**src/rtl/rf_write_arbiter_pkg.sv**
```systemverilog
// ---------------------------------------------------------------------------
// rf_write_arbiter_pkg
// Shared definitions for the register-file write-port arbiter.
//   NUM_REQ  : number of result producers sharing the write port
//   X0_IDX   : index of the hard-wired zero register (writes are dropped)
//   sel_e    : grant-select encoding driven on o_grant_sel
//   rr_pick  : round-robin pick of the first valid requester from a start
// ---------------------------------------------------------------------------
package rf_write_arbiter_pkg;

    localparam int NUM_REQ = 3;
    localparam int X0_IDX  = 0;

    typedef enum logic [1:0] {
        SEL_ALU  = 2'b00,
        SEL_LOAD = 2'b01,
        SEL_CSR  = 2'b10,
        SEL_NONE = 2'b11
    } sel_e;

    // Search order is start, start+1, start+2 (mod 3); the first valid
    // requester wins. A start of 3 can never be produced by the pointer
    // logic, but if it ever shows up it falls into the default arm and is
    // treated exactly like 0.
    function automatic sel_e rr_pick(input logic [NUM_REQ-1:0] valid,
                                     input logic [1:0]         start);
        sel_e pick;
        pick = SEL_NONE;
        case (start)
            2'd1: begin
                if      (valid[1]) pick = SEL_LOAD;
                else if (valid[2]) pick = SEL_CSR;
                else if (valid[0]) pick = SEL_ALU;
            end
            2'd2: begin
                if      (valid[2]) pick = SEL_CSR;
                else if (valid[0]) pick = SEL_ALU;
                else if (valid[1]) pick = SEL_LOAD;
            end
            default: begin
                if      (valid[0]) pick = SEL_ALU;
                else if (valid[1]) pick = SEL_LOAD;
                else if (valid[2]) pick = SEL_CSR;
            end
        endcase
        return pick;
    endfunction

endpackage

```
**src/rtl/rf_write_arbiter_rr_arb3.sv**
```systemverilog
// ---------------------------------------------------------------------------
// rr_arb3
// Three-way round-robin arbiter: priority pointer register plus the
// combinational pick. No grant is produced while stalled or in reset.
// Ports:
//   i_clk    : rising-edge clock
//   i_rst    : synchronous active-high reset (pointer -> 0, grants masked)
//   i_stall  : suppress all grants this cycle
//   i_valid  : per-requester request valid
//   o_grant  : one-hot grant (or zero)
//   o_idx    : encoded winner, SEL_NONE when nobody wins
// ---------------------------------------------------------------------------
module rr_arb3
    import rf_write_arbiter_pkg::*;
(
    input  logic               i_clk,
    input  logic               i_rst,
    input  logic               i_stall,
    input  logic [NUM_REQ-1:0] i_valid,
    output logic [NUM_REQ-1:0] o_grant,
    output logic [1:0]         o_idx
);

    logic [1:0] r_ptr;
    sel_e       w_idx;

    // Pick the winner for this cycle. Reset and stall both force "no
    // winner" so that ready stays low and the pointer does not move.
    always_comb begin
        w_idx = SEL_NONE;
        if (!i_rst && !i_stall) begin
            w_idx = rr_pick(i_valid, r_ptr);
        end
    end

    // Expand the encoded winner into the one-hot ready vector.
    always_comb begin
        o_grant = '0;
        case (w_idx)
            SEL_ALU:  o_grant = 3'b001;
            SEL_LOAD: o_grant = 3'b010;
            SEL_CSR:  o_grant = 3'b100;
            default:  o_grant = 3'b000;
        endcase
    end

    assign o_idx = w_idx;

    // After a grant the requester just served drops to lowest priority by
    // moving the pointer one past it; with no grant the pointer holds.
    always_ff @(posedge i_clk) begin
        if (i_rst) begin
            r_ptr <= 2'd0;
        end else if (w_idx != SEL_NONE) begin
            r_ptr <= (w_idx == SEL_CSR) ? 2'd0 : (2'(w_idx) + 2'd1);
        end
    end

endmodule

```
**src/rtl/rf_write_arbiter.sv**
```systemverilog
// ---------------------------------------------------------------------------
// rf_write_arbiter
// Shares the single register-file write port among ALU (0), load unit (1)
// and CSR/mul-div (2) using round-robin arbitration, and registers the
// winning address/data onto the write port one cycle after acceptance.
// Ports:
//   i_clk, i_rst            : clock, synchronous active-high reset
//   i_stall                 : freeze arbitration (no grants)
//   i_req_valid/o_req_ready : per-requester valid/ready handshake
//   i_req_addrN/i_req_dataN : destination and data for requester N
//   o_grant_sel             : registered winner code, 2'b11 when none
//   o_wr_en/o_wr_addr/o_wr_data : register-file write port
// ---------------------------------------------------------------------------
module rf_write_arbiter
    import rf_write_arbiter_pkg::*;
#(
    parameter int DATA_WIDTH = 32,
    parameter int ADDR_WIDTH = 5
) (
    input  logic                  i_clk,
    input  logic                  i_rst,
    input  logic                  i_stall,
    input  logic [NUM_REQ-1:0]    i_req_valid,
    output logic [NUM_REQ-1:0]    o_req_ready,
    input  logic [ADDR_WIDTH-1:0] i_req_addr0,
    input  logic [ADDR_WIDTH-1:0] i_req_addr1,
    input  logic [ADDR_WIDTH-1:0] i_req_addr2,
    input  logic [DATA_WIDTH-1:0] i_req_data0,
    input  logic [DATA_WIDTH-1:0] i_req_data1,
    input  logic [DATA_WIDTH-1:0] i_req_data2,
    output logic [1:0]            o_grant_sel,
    output logic                  o_wr_en,
    output logic [ADDR_WIDTH-1:0] o_wr_addr,
    output logic [DATA_WIDTH-1:0] o_wr_data
);

    logic [NUM_REQ-1:0]    w_grant;
    logic [1:0]            w_idx;
    logic [ADDR_WIDTH-1:0] w_sel_addr;
    logic [DATA_WIDTH-1:0] w_sel_data;
    logic                  w_accept;

    logic [1:0]            r_grant_sel;
    logic                  r_wr_en;
    logic [ADDR_WIDTH-1:0] r_wr_addr;
    logic [DATA_WIDTH-1:0] r_wr_data;

    rr_arb3 u_rr_arb3 (
        .i_clk   (i_clk),
        .i_rst   (i_rst),
        .i_stall (i_stall),
        .i_valid (i_req_valid),
        .o_grant (w_grant),
        .o_idx   (w_idx)
    );

    assign o_req_ready = w_grant;
    assign w_accept    = (w_idx != SEL_NONE);

    // 3:1 write-data select keyed by the encoded winner.
    always_comb begin
        w_sel_addr = '0;
        w_sel_data = '0;
        case (w_idx)
            SEL_ALU: begin
                w_sel_addr = i_req_addr0;
                w_sel_data = i_req_data0;
            end
            SEL_LOAD: begin
                w_sel_addr = i_req_addr1;
                w_sel_data = i_req_data1;
            end
            SEL_CSR: begin
                w_sel_addr = i_req_addr2;
                w_sel_data = i_req_data2;
            end
            default: begin
                w_sel_addr = '0;
                w_sel_data = '0;
            end
        endcase
    end

    // Write-port registers. A write to x0 is still accepted (and still
    // consumes a round-robin turn) but never asserts the write enable.
    // With no transfer, address and data keep their last values so the
    // register file inputs do not toggle needlessly.
    always_ff @(posedge i_clk) begin
        if (i_rst) begin
            r_grant_sel <= SEL_NONE;
            r_wr_en     <= 1'b0;
            r_wr_addr   <= '0;
            r_wr_data   <= '0;
        end else if (w_accept) begin
            r_grant_sel <= w_idx;
            r_wr_en     <= (w_sel_addr != ADDR_WIDTH'(X0_IDX));
            r_wr_addr   <= w_sel_addr;
            r_wr_data   <= w_sel_data;
        end else begin
            r_grant_sel <= SEL_NONE;
            r_wr_en     <= 1'b0;
        end
    end

    assign o_grant_sel = r_grant_sel;
    assign o_wr_en     = r_wr_en;
    assign o_wr_addr   = r_wr_addr;
    assign o_wr_data   = r_wr_data;

endmodule

```
**config.mk**
```make
export PLATFORM = sky130hd
export DESIGN_NAME = rf_write_arbiter
export DESIGN_NICKNAME = d
export VERILOG_FILES = /design/src/rtl/rf_write_arbiter_pkg.sv /design/src/rtl/rf_write_arbiter_rr_arb3.sv /design/src/rtl/rf_write_arbiter.sv
export SDC_FILE = /design/constraint.sdc
export NUM_CORES = 1
export LEC_CHECK = 0
export CAP_MARGIN = 40
export CORE_MARGIN = 1.5
export CORE_UTILIZATION = 35
export DETAILED_ROUTE_END_ITERATION = 10
export PLACE_DENSITY = 0.89
export SYNTH_ARGS = -nofsm -noshare
export SYNTH_HDL_FRONTEND = slang
export SYNTH_HIERARCHICAL = 1
export SYNTH_SLANG_ARGS = --single-unit
```
**constraint.sdc**
```tcl
create_clock -name i_clk -period 2.83 [get_ports i_clk]
set_clock_uncertainty 0.05 [all_clocks]
set_input_delay 0.4245 -clock i_clk [delete_from_list [all_inputs] [get_ports i_clk]]
set_output_delay 0.4245 -clock i_clk [all_outputs]
set_load 0.02 [all_outputs]
```
==> results of run 1 <==
-- cell families (layout without fill, tap and decap cells) --
logic type,Yosys count,in the layout
adders and majority gates,2,2
muxes,39,39
and+or+nand+nor,60,60
buffers and inverters,16,174
DFF,42,42
AOI/OAI and AO/OA,18,18
-- through the flow --
stage,worst slack (ps),hold slack (ps),power (mW),instances,util
floorplan,567,450,0.952,177,-
global placement,42.2,404,1.23,404,0.619
detailed placement,-150,412,1.24,404,0.619
CTS,17.0,427,1.71,412,0.636
global route,21.9,462,1.78,412,0.638
finish,190,432,1.70,412,0.638
-- per-layer routing --
metal | vias to the layer above | routed length [um]
li1 | 970 | -
met1 | 1007 | 2760
met2 | 127 | 3610
met3 | 12 | 619
met4 | 0 | 121
met5 | - | 0
-- repair_timing --
item	in CTS	in global routing
setup endpoints to repair	3	5
hold endpoints to repair	0	0
gates resized for setup	2	4
-- area by class of cell --
cell class,instances,share of cell area
clock inverter,2,0.00937
timing repair buffer,164,0.407
clock buffer,6,0.0181
multi-input combinational,119,0.330
tap,77,0.0240
sequential,42,0.210
inverter,2,0.00187
-- cell usage in the layout, fill, tap and decap left out, types with 4 or more instances in the layout --
cell type	count
mux2i_1	5
mux4_2	32
nor2_1	9
a21oi_1	6
clkdlybuf4s50_1	155
nor2b_1	35
buf_4	4
clkbuf_8	5
dfxtp_1	42
-- worst min path at each step --
stage                                         start                               to  slack (ps)
floorplan           u_rr_arb3/r_ptr[0]$_SDFFE_PP0P_  u_rr_arb3/r_ptr[0]$_SDFFE_PP0P_         450
global placement          o_wr_addr[2]$_SDFFE_PP0N_        o_wr_addr[2]$_SDFFE_PP0N_         400
detailed placement        o_wr_addr[0]$_SDFFE_PP0N_        o_wr_addr[0]$_SDFFE_PP0N_         410
CTS                       o_wr_addr[0]$_SDFFE_PP0N_        o_wr_addr[0]$_SDFFE_PP0N_         430
global route              o_wr_addr[0]$_SDFFE_PP0N_        o_wr_addr[0]$_SDFFE_PP0N_         460
finish                    o_wr_addr[0]$_SDFFE_PP0N_        o_wr_addr[0]$_SDFFE_PP0N_         430
-- worst max-delay path: stages (launching register included) --
cell and delay [ps]:
dfxtp_1 340, inv_1 70, ha_1 380, nor3_1 60
or3_1 360, nand3_2 140, buf_6 370, nor2b_1 360
o2bb2ai_1 200, a211oi_1 80, a31oi_1 130
-- power by group through the flow --
stage	Clock (mW)	Combinational [mW]	Sequential, mW
floorplan	0	0.223	0.729
global placement	0	0.555	0.673
detailed placement	0	0.566	0.676
CTS	0.480	0.570	0.663
global route	0.514	0.602	0.668
finish	0.471	0.568	0.662
-- sequential cells by signal, indices dropped and copies added (netlist names) --
signal,cells
o_wr_addr,5
o_wr_data,32
u_rr_arb3/r_ptr,2
o_wr_en,1
o_grant_sel,2
==> impl_results.md, run 1 <==
* Fmax at about 380 MHz
* # DRC at 0
* Root Buffer: clkbuf_8
* Max-slew headroom at 0.708
* Maximum vdd drop at 222 uV
* Hold Crit Depth at 2
* HP Class: flip-flop to flip-flop
* Critical Path Sink Type: flip-flop
* DR pass1 iterations at 4
* Switching Power at approximately 0.44 mW
* Synth cell types at 34
* GPL Wtd Cong at around 0.76
* Detailed-placement wirelength estimate at ~5400 um
* Gr busiest metal: met2
* Initial antenna violation count at 0
* Reg2reg start: u_rr_arb3/r_ptr[0]$_SDFFE_PP0P_
* Worst R2R End: o_wr_en$_SDFF_PP0_
* Flop pwr share at 0.389
* RSZ-0062 raised after global routing: no
* Register area share after synthesis at 0.373
* First-pass GRT wire length at 11300 um
* Final Instance Area at around 4000 um2
* FILL cells at 492
* Fin crit period at between 2000 and 3000 ps
* Crit start category: flip-flop
* Total CTS buffers at 5
* M3 GR Usage at 0.0716
* Cell area after synthesis at around 2300 um2
* Antenna Violating Nets Remaining at 0
* Critical path class: flip-flop to flip-flop
* Post-CTS setup buffer count at 0
* Largest family of logic cells by synthesized area: multiplexers
* Synthesized flop and latch total at 42
* Skew-Pair Late Insertion Delay at around 280 ps
* Area leader, netlist: dfxtp_1
* CP required at roughly 3000 ps
* Global routing usage on met2 at 0.361
* Met1 usage at 0.235
* Net Count, Synth at roughly 300
* Crit path from: u_rr_arb3/r_ptr[0]$_SDFFE_PP0P_
* Placed Area at about 3900 um2
* Reg area at 841 um2
* Post-synth EDFFs at 0
* CTS tree: yes
* Post-synth ARST share at 0
* P_int at between 1 and 1.5 mW
* Nets at between 400 and 500
* Comb pwr share at 0.334
* Synthesized area per cell at 12.7 um2
* Max-cap violations at 0
* Area occupied by multi-input gates at 1320 um2
* R2r setup slk at between 150 and 200 ps
* Vias per inst at ~5.1
* Clock sinks at between 40 and 50
* Initial core utilization at 0.359
* Post-synth top cells: 42 x dfxtp_1, 35 x nor2b_1, 32 x mux4_2
* # rows at 29
* Number of global-route vias before repair at ~2200
* Worst Tran Pin Value at roughly 440 ps
* Warnings, synthesis at 6
* Final Hold Viols at 0
* CTS clk-pin slew, worst paths at 80 ps
* Post-synthesis simple-gate area fraction at 0.156
* Iteration-0 DRC Markers at 40
* Post-DR wirelength/cell at between 15 and 20 um
* Synth Flop Type: dfxtp_1
* Post-synth top area share at 0.373
* Synth top area cells: dfxtp_1 37%, mux4_2 32%, nor2b_1 9.7%
* Crit path to: o_wr_en$_SDFF_PP0_
* CTS Buffer Depth at 2
* Max FO, Critical Path at 46
* Final setup TNS at 0 ps
* Switch share at 0.257
* Power Dens Cells at approximately 420 nW/um2
* Total congestion overflow at 0
* Routed WL at 7110 um
* Via count at approximately 2100
* CTS H-tree depth at 2
* WP data arrival at between 2000 and 3000 ps
* Hold_buf cts at 0
* Diode count at 0
* Top-count cell post-synth: dfxtp_1
* Port bufs at around 160
* Number of I/O pins at 160
* Synth Area in XOR/XNOR at 0
* Final Cycle Share at 0.933
* Gr usage total at 0.205
* Synth Area in Adders at 0.0111
* Clock network power share at 0.277
* Leakage at about 1.6 nW
* R2R cell count at 10
* Post-Syn Instances at 177
* Outcome: complete, no violations
* Share of cells above drive strength 1 at 0.173
* Die ar. at between 6000 and 7000 um2
* Max-slew violation count at 0
* Core area at 6280 um2
* Synthesis-to-layout area growth at 77.9%
* Die Y at roughly 83 um
* Die X at between 80 and 90 um
* Largest net degree at the start of global routing at between 40 and 50
* Final Setup Violations at 0
* Compound-gate portion of the synthesized area at 0.0633
* Multiplexer share of the synthesized area at 0.352
Note: power is estimated with default switching activity, not from simulation.
==> run 2, diff against run 1 <==
--- a/config.mk
+++ b/config.mk
@@ -5,9 +5,10 @@
 export SDC_FILE = /design/constraint.sdc
 export NUM_CORES = 1
 export LEC_CHECK = 0
+export ABC_AREA = 1
 export CAP_MARGIN = 40
-export CORE_MARGIN = 1.5
-export CORE_UTILIZATION = 35
+export CORE_MARGIN = 2
+export CORE_UTILIZATION = 36
 export DETAILED_ROUTE_END_ITERATION = 10
 export PLACE_DENSITY = 0.89
 export SYNTH_ARGS = -nofsm -noshare
==> run 2 against run 1 <==
  * Cell count rose by 46%
  * Via count rose by 38%
  * Global-route usage fell by 0.098 points
  * Worst setup slack got worse by 53 ps
  * Count of clock-buffer cells in the layout fell by 1
  * Critical endpoint is now o_req_ready[2]
  * Routed wire length rose by 4.6%
  * Largest power group unchanged
  * Clock power fell by 3%
  * Largest cell class unchanged
  * Utilization barely moved
  * First-iteration DRC count rose by 130%
  * Synthesized cell count rose by 110%
  * Register-to-register slack improved by 180 ps
  * Sequential share of layout area fell by 0.23 points
==> impl_results.md, run 2 <==
* Outcome: complete, no violations
* Top-count cell post-synth: nand2_1
* Final Setup Violations at 0
* FILL cells at 560
* Post-synth EDFFs at 0
* Share of cells above drive strength 1 at 0.0514
* Final Hold Viols at 0
* Number of global-route vias before repair at about 2800
* Largest net degree at the start of global routing at 33
* Skew-Pair Late Insertion Delay at 280 ps
* Area leader, netlist: dfxtp_1
* # DRC at 0
* Register area share after synthesis at 0.357
* RSZ-0062 raised after global routing: no
* Critical-path cell list: inv_1, ha_1, inv_1, nand2_1, nand2_1, nand3_2, nand2_4, nand3_1, inv_1, clkdlybuf4s50_1
* CP required at 2360 ps
* Synth Area in XOR/XNOR at 0
* Synth Area in Adders at 0.0106
* Synth cell types at 23
* Warnings, synthesis at 6
* Max-slew violation count at 0
* Power Dens Cells at roughly 410 nW/um2
* Crit start category: flip-flop
* Multiplexer share of the synthesized area at 0
* DR pass1 iterations at 5
* CTS clk-pin slew, worst paths at around 80 ps
* First-pass GRT wire length at 12100 um
* Fin crit period at about 2700 ps
* Most frequent cells in the layout: 174 x nand2_1, 158 x clkdlybuf4s50_1, 44 x inv_1
* CP bufs+invs at 4
* Diode count at 0
* Detailed-placement wirelength estimate at about 5800 um
* Cell area after synthesis at 2360 um2
* Number of I/O pins at between 150 and 200
* HP Class: flip-flop to flip-flop
* Nets at 643
* Synthesis-to-layout area growth at 72.0%
* Leakage at about 1.9 nW
* Synth top area cells: dfxtp_1 36%, nand2_1 28%, inv_1 7.0%
* Iteration-0 DRC Markers at 91
* Max FO, Critical Path at 11
* Die X at between 80 and 90 um
* Largest family of logic cells by synthesized area: simple AND/OR/NAND/NOR gates
* CP max stage cell: clkdlybuf4s50_1
* Gr usage total at 0.204
* Reg area at approximately 840 um2
* Final setup TNS at 0 ps
* Fmax at around 370 MHz
* Max reg flops at 32
* Synthesized area per cell at between 6 and 7 um2
* Initial core utilization at 0.371
* Synthesized flop and latch total at 42
* Die ar. at between 7000 and 8000 um2
* CTS tree: yes
* Post-synthesis simple-gate area fraction at 0.432
* Critical path class: flip-flop to output pin
* Max-cap violations at 0
* Most used cell along the critical path: inv_1
* Post-DR wirelength/cell at around 12 um
* Hold_buf cts at 0
* Post-Syn Instances at 368
* CTS Buffer Depth at 2
* Area occupied by multi-input gates at between 1000 and 1500 um2
* Port bufs at 159
* Die Y at between 80 and 90 um
* Vias per inst at slightly below 5
* Compound-gate portion of the synthesized area at 0.0600
* Max-slew headroom at 0.643
* Post-synth top cells: 174 x nand2_1, 44 x inv_1, 42 x dfxtp_1
* Root Buffer: clkbuf_8
* Critical Path Sink Type: output pin
* Initial antenna violation count at 0
* Post-CTS setup buffer count at 0
* CTS H-tree depth at 2
* CTS resizes at 0
* Post-route core utilization at 0.638
* Total congestion overflow at 0
* GPL Wtd Cong at 0.878
* Worst Tran Pin Value at about 530 ps
* WP data arrival at between 2000 and 2500 ps
* Commonest non-fill, non-tap cell in the layout: nand2_1
* Clock sinks at 42
* Net Count, Synth at 487
* Antenna Violating Nets Remaining at 0
* Synth Flop Type: dfxtp_1
* Final Cycle Share at 0.952
* Via count at just under 3000
* Total CTS buffers at 5
* Routed WL at 7440 um
* Crit path max-delay family: buffers and inverters
* Post-synth top area share at 0.357
* Maximum vdd drop at 236 uV
* Post-synth ARST share at 0
* Core area at roughly 6300 um2
* # rows at 29
* Largest stage delay, worst path at between 500 and 600 ps
run 2: cells by family after synthesis:
kind of cell	Yosys count
compound gates	26
flops	42
fa+ha+maj	2
buf+inv	64
simple gates	234
run 2: worst paths after layout:
path | slack [ps] | from | to | depth (start not counted)
max | 140 | u_rr_arb3/r_ptr[0]$_SDFFE_PP0P_ | o_req_ready[2] | 10
min reg2reg | 420 | o_wr_addr[4]$_SDFFE_PP0N_ | o_wr_addr[4]$_SDFFE_PP0N_ | 2
min | 420 | o_wr_addr[4]$_SDFFE_PP0N_ | o_wr_addr[4]$_SDFFE_PP0N_ | 2
max reg2reg | 370 | u_rr_arb3/r_ptr[0]$_SDFFE_PP0P_ | o_wr_data[1]$_SDFFE_PP0N_ | 15
run 2: final cells by class:
cell class                      instances  share of cell area
Clock buffer                            5              0.0170
Clock inverter                          3             0.00988
Inverter                               48              0.0451
Multi-Input combinational cell        262               0.292
Sequential cell                        42               0.207
Tap cell                               77              0.0238
Timing Repair Buffer                  165               0.404
run 2: worst min-delay path: stages (launching register included):
cell	delay (ps)
dfxtp_1	310
nand2_1	60
a21oi_1	50
run 2: metrics by stage:
step | power [mW] | cell area (um2) | setup slack [ps] | std cells | hold slack [ps]
2_1_floorplan | 0.939 | 2360 | 997 | 368 | 399
3_3_place_gp | 1.22 | 3940 | 284 | 594 | 400
3_5_place_dp | 1.23 | 3940 | 214 | 594 | 407
4_1_cts | 1.69 | 4050 | 100 | 602 | 416
5_1_grt | 1.76 | 4050 | 2.21 | 602 | 435
6_report | 1.67 | 4050 | 137 | 602 | 416
run 2: report_power, final:
group	internal, mW	switching (mW)	leakage [nW]
Sequential	0.640	0.0247	0.345
Combinational	0.295	0.255	1.47
Clock	0.260	0.195	0.0579
run 2: routing by layer:
metal,GRT usage,up-vias,wire length (um),part of all wire
li1,-,1454,-,-
met1,0.230,1289,2970,0.40
met2,0.361,163,3530,0.47
met3,0.0691,18,771,0.10
met4,0.0693,0,170,0.023
met5,0,-,0,0
==> RTL edit 1: new RTL, config.mk and constraints of run 1 <==
The parameter `DATA_WIDTH` goes from 32 to 16.
--- a/src/rtl/rf_write_arbiter.sv
+++ b/src/rtl/rf_write_arbiter.sv
@@ -15,5 +15,5 @@
     import rf_write_arbiter_pkg::*;
 #(
-    parameter int DATA_WIDTH = 32,
+    parameter int DATA_WIDTH = 16,
     parameter int ADDR_WIDTH = 5
 ) (
Ports: changed (resized i_req_data0, i_req_data1, i_req_data2 and o_wr_data); port bits go from 160 to 96. The function was not compared with the original's and may differ.
==> RTL edit 1 against run 1 <==
Wire length fell by 42%; die area fell by 35%; critical path depth fell by 3; final area fell by 37%; sequential cell count decreased by 16; total power down 41%; cell count is 34% lower; setup slack improved by 0.036 ns; synthesized area fell by 36%; via count decreased by 37%; highest routed layer unchanged.
==> RTL edit 1: results <==
metrics = {
    "grt": {
        "grt_max_degree": 27,
        "grt_use_total_pct": 17.8,
        "antenna_found_initial": 0,
        "grt_pass1_vias": 1252,
        "grt_pass1_wl_mm": 6.00,
    },
    "worst_setup_path": {
        "cpPeakStageDelay_ns": 0.38,
        "critPathArrivalTime_ns": 2.13,
        "crit_family": "simple AND/OR/NAND/NOR gates",
        "ff2ff_setup_slack_ns": 0.35,
        "cp_max_fo": 5,
    },
    "detailed_routing": {
        "wl_per_cell_um": 15.2,
        "via_count": 1325,
        "viasPerCell": 4.89,
    },
    "sta": {
        "fin_hold_ws_ns": 0.429,
        "worst_slew_pin_slew_ns": 0.308,
    },
    "cts": {
        "htree_num_levels": 1,
        "path_clk_slew_ns": 0.10,
        "cts_buffers": 3,
        "clk_path_buf_depth": 2,
        "clock_latency_ns": 0.26,
        "post_cts_buffers": 0,
    },
    "yosys": {
        "seq_area_frac_synth_pct": 36.2,
        "synth_commonest_cells": "26 x dfxtp_1, 19 x nor2b_1, 16 x mux4_2",
        "synth_cell_types": 35,
        "yosys-top-cells-area": "dfxtp_1 36%, mux4_2 25%, nor2b_1 8.3%",
        "syn-instance-count": 123,
        "syn_nets": 194,
    },
    "finish": {
        "final_nets": 293,
        "drive_gt1_share_pct": 15.4,
        "fillers": 347,
        "largest_reg_flops": 16,
        "num_antenna_cells": 0,
    },
    "hold_path": {
        "min_from": "o_wr_addr[4]",
        "whs_endpoint": "o_wr_addr[4]",
    },
    "outcome": {
        "outcome": "completed",
    },
    "placement": {
        "dp_cells": 267,
        "port-buffer-count": 95,
        "dp_hpwl_mm": 3.30,
        "place_congestion": 0.770,
    },
    "pwr": {
        "peakVddDrop_v": 0.000185,
        "p_leak_nw": 1.03,
    },
}
==> RTL edit 1: cell types whose count changed after synthesis, sizes merged <==
cell,run 1,this run
clkbuf,5,2
mux4,32,16
nor2b,35,19
dfxtp,42,26
buf,9,6
==> RTL edit 1: stage by stage <==
step | instance area (sq um) | worst slack [ns] | utilization (%) | total power [mW]
floorplan | 1440 | 0.573 | - | 0.589
global placement | 2450 | 0.0697 | 61.7 | 0.759
detailed placement | 2450 | 0.0214 | 61.7 | 0.767
CTS | 2500 | 0.0283 | 63.0 | 1.01
global route | 2510 | 0.0659 | 63.1 | 1.05
finish | 2510 | 0.226 | 63.1 | 0.997
==> RTL edit 1: cell families (layout without fill, tap and decap cells) <==
group	Yosys count	count (layout)	share of synthesized area, %
DFF	26	26	36.2
buffers and inverters	10	108	4.35
and+or+nand+nor	44	44	17.7
AOI/OAI and AO/OA	18	18	9.92
muxes	23	23	30.1
adders and majority gates	2	2	1.74
==> RTL edit 1: what timing repair did <==
action                                  CTS  global route
hold buffers                              0             0
gates resized for setup                   1             2
endpoints found under the setup margin    1             2
==> RTL edit 1: how the worst max path moves through the flow <==
| stage | from | end | cells after the start |
|---|---|---|---|
| after CTS | i_req_valid[1] | o_req_ready[1] | 6 |
| after global routing | u_rr_arb3/r_ptr[0] | o_wr_en | 10 |
| after global placement | i_req_valid[1] | o_req_ready[2] | 6 |
| after detailed placement | i_req_valid[1] | o_req_ready[2] | 6 |
| after floorplan | u_rr_arb3/r_ptr[0] | o_wr_data[3] | 9 |
| final | u_rr_arb3/r_ptr[0] | o_req_ready[2] | 7 |
==> RTL edit 1: cell type report <==
| cell class | count | area, sq um | share of cell area (%) |
|---|---|---|---|
| tap | 50 | 62.6 | 2.50 |
| inverter | 2 | 7.51 | 0.299 |
| sequential | 26 | 520 | 20.8 |
| timing repair buffer | 102 | 1010 | 40.2 |
| multi-input combinational | 87 | 855 | 34.1 |
| clock buffer | 4 | 55.1 | 2.20 |
==> RTL edit 1: power breakdown <==
part | internal, mW | total (mW) | switching, mW
clock network | 0.124 | 0.241 | 0.117
logic | 0.218 | 0.348 | 0.129
registers | 0.395 | 0.408 | 0.0132
==> RTL edit 1: layer usage <==
layer	share of wire (%)	global-route usage, %	vias up
met5	0	0	-
met4	0.44	3.06	0
met3	8.4	3.89	2
met2	52	32.7	57
met1	39	21.2	618
li1	-	-	648
==> RTL edit 1: tightest hold or removal path, cell delays in order, from the launching register on <==
cell and delay (ns):
dfxtp_1 0.32, nand3_1 0.06, a21oi_1 0.06
==> RTL edit 2: new RTL, flow settings as in run 1 <==
Without the edit above. Make the reset (`i_rst`) asynchronous in 2 clocked blocks. Comments in the files are not updated.
--- a/src/rtl/rf_write_arbiter_rr_arb3.sv
+++ b/src/rtl/rf_write_arbiter_rr_arb3.sv
@@ -49,5 +49,5 @@
     // After a grant the requester just served drops to lowest priority by
     // moving the pointer one past it; with no grant the pointer holds.
-    always_ff @(posedge i_clk) begin
+    always_ff @(posedge i_clk or posedge i_rst) begin
         if (i_rst) begin
             r_ptr <= 2'd0;
--- a/src/rtl/rf_write_arbiter.sv
+++ b/src/rtl/rf_write_arbiter.sv
@@ -86,5 +86,5 @@
     // With no transfer, address and data keep their last values so the
     // register file inputs do not toggle needlessly.
-    always_ff @(posedge i_clk) begin
+    always_ff @(posedge i_clk or posedge i_rst) begin
         if (i_rst) begin
             r_grant_sel <= SEL_NONE;
Function: differs if i_rst is asserted again (counterexample within 4 cycles, from zero or initial values and one cycle with i_rst high); with i_rst held inactive, the same outputs for 10 cycles.
==> RTL edit 2 against run 1 <==
Final area increased by 1.0%; maximum frequency increased by 0.47%; cell count decreased by 10%; register-to-register slack improved by 0.19 ns; count of clock-buffer cells in the layout increased by 1; setup slack improved by 0.012 ns; wire length decreased by 1.1%; via count decreased by 9.0%; sequential cell count unchanged; synthesized area decreased by 0.50%; non-clock buffer count increased by 3; largest cell class unchanged.
Power is not compared: it rests on default switching activity, and its combinational part moved more than twofold at a synthesized area within 25%.
==> RTL edit 2: results <==
metrics = {
    "outcome": {
        "outcome": "completed",
    },
    "yosys": {
        "yosys-top-cells-area": "dfrtp_1 45%, mux4_2 35%, dfstp_2 2.3%",
        "synthMuxAreaShare_pct": 36.5,
        "synth_compound_area_share_pct": 5.53,
        "synth_commonest_cells": "40 x dfrtp_1, 35 x mux4_2, 8 x buf_2",
        "synth_cell_types": 32,
    },
    "grt": {
        "grt.met2_usage_pct": 39.7,
        "met1_usage_pct": 24.5,
        "grt_pass1_vias": 2215,
        "use_met3_pct": 6.36,
        "grt_pass1_wl_mm": 11.6,
        "grt_max_degree": 46,
    },
    "placement": {
        "dp_hpwl_mm": 5.69,
        "placed_area_sq_um": 3940,
        "place_congestion": 0.793,
        "pre_cts_slack_ns": 0.0851,
        "dp_cells": 362,
    },
    "finish": {
        "drive_gt1_share_pct": 20.3,
        "fillers": 468,
        "final_cells": 370,
    },
    "detailed_routing": {
        "drtIter0Drc": 56,
        "wl_per_cell_um": 19.0,
        "via_count": 1925,
    },
    "cts": {
        "cts-resized-gates": 3,
    },
    "sta": {
        "relSlewSlack_pct": 78.9,
        "fin_hold_ws_ns": 0.290,
    },
    "hold_path": {
        "hp-class": "primary input to asynchronous set/reset pin",
    },
    "worst_setup_path": {
        "critPathArrivalTime_ns": 2.15,
    },
}
## RTL edit 2: cell count changes after synthesis, sizes merged, moves of 3 or more
| cell | before | now |
|---|---|---|
| dfxtp | 42 | 0 |
| dfrtp | 0 | 40 |
| nor2b | 35 | 3 |
| a21oi | 6 | 1 |
| nor2 | 9 | 5 |
| clkbuf | 5 | 2 |
| inv | 2 | 5 |
| mux4 | 32 | 35 |
| nand3 | 3 | 0 |
| o21ai | 3 | 0 |
## RTL edit 2: routing by layer
layer	wire [um]	share of wire (%)
met5	0	0
met4	68	0.97
met3	461	6.6
met2	3840	55
met1	2660	38
## RTL edit 2: logic make-up after synthesis
| family | count (synthesis) |
|---|---|
| DFF | 42 |
| AOI/OAI and AO/OA | 13 |
| muxes | 38 |
| adders and majority gates | 2 |
| buffers and inverters | 17 |
| and+or+nand+nor | 20 |
## RTL edit 2: layout make-up
class / count / share of cell area [%]
clock buffers: 7 / 2.13
clock inverters: 1 / 0.742
inverters: 5 / 0.464
multi-input cells: 73 / 27.3
flip-flops and latches: 42 / 26.0
well taps: 75 / 2.32
repair buffers: 167 / 41.0
## RTL edit 2: critical path, stage by stage, from the launching register on
cell           delay, ns
dfrtp_1             0.36
inv_1               0.08
ha_1                0.39
or3_1               0.34
a22o_1              0.24
nor2b_1             0.14
dlygate4sd2_1       0.32
## RTL edit 2: final timing paths
check / end / slack [ns] / cells after the start
hold reg to reg: o_wr_addr[0] / 0.49 / 1
setup / recovery: o_req_ready[2] / 0.20 / 6
max in group asynchronous: o_grant_sel[1] / 1.95 / 3
hold / removal: o_wr_addr[2] / 0.29 / 2
min in group i_clk: o_wr_addr[0] / 0.49 / 1
setup reg to reg: o_wr_en / 0.38 / 8
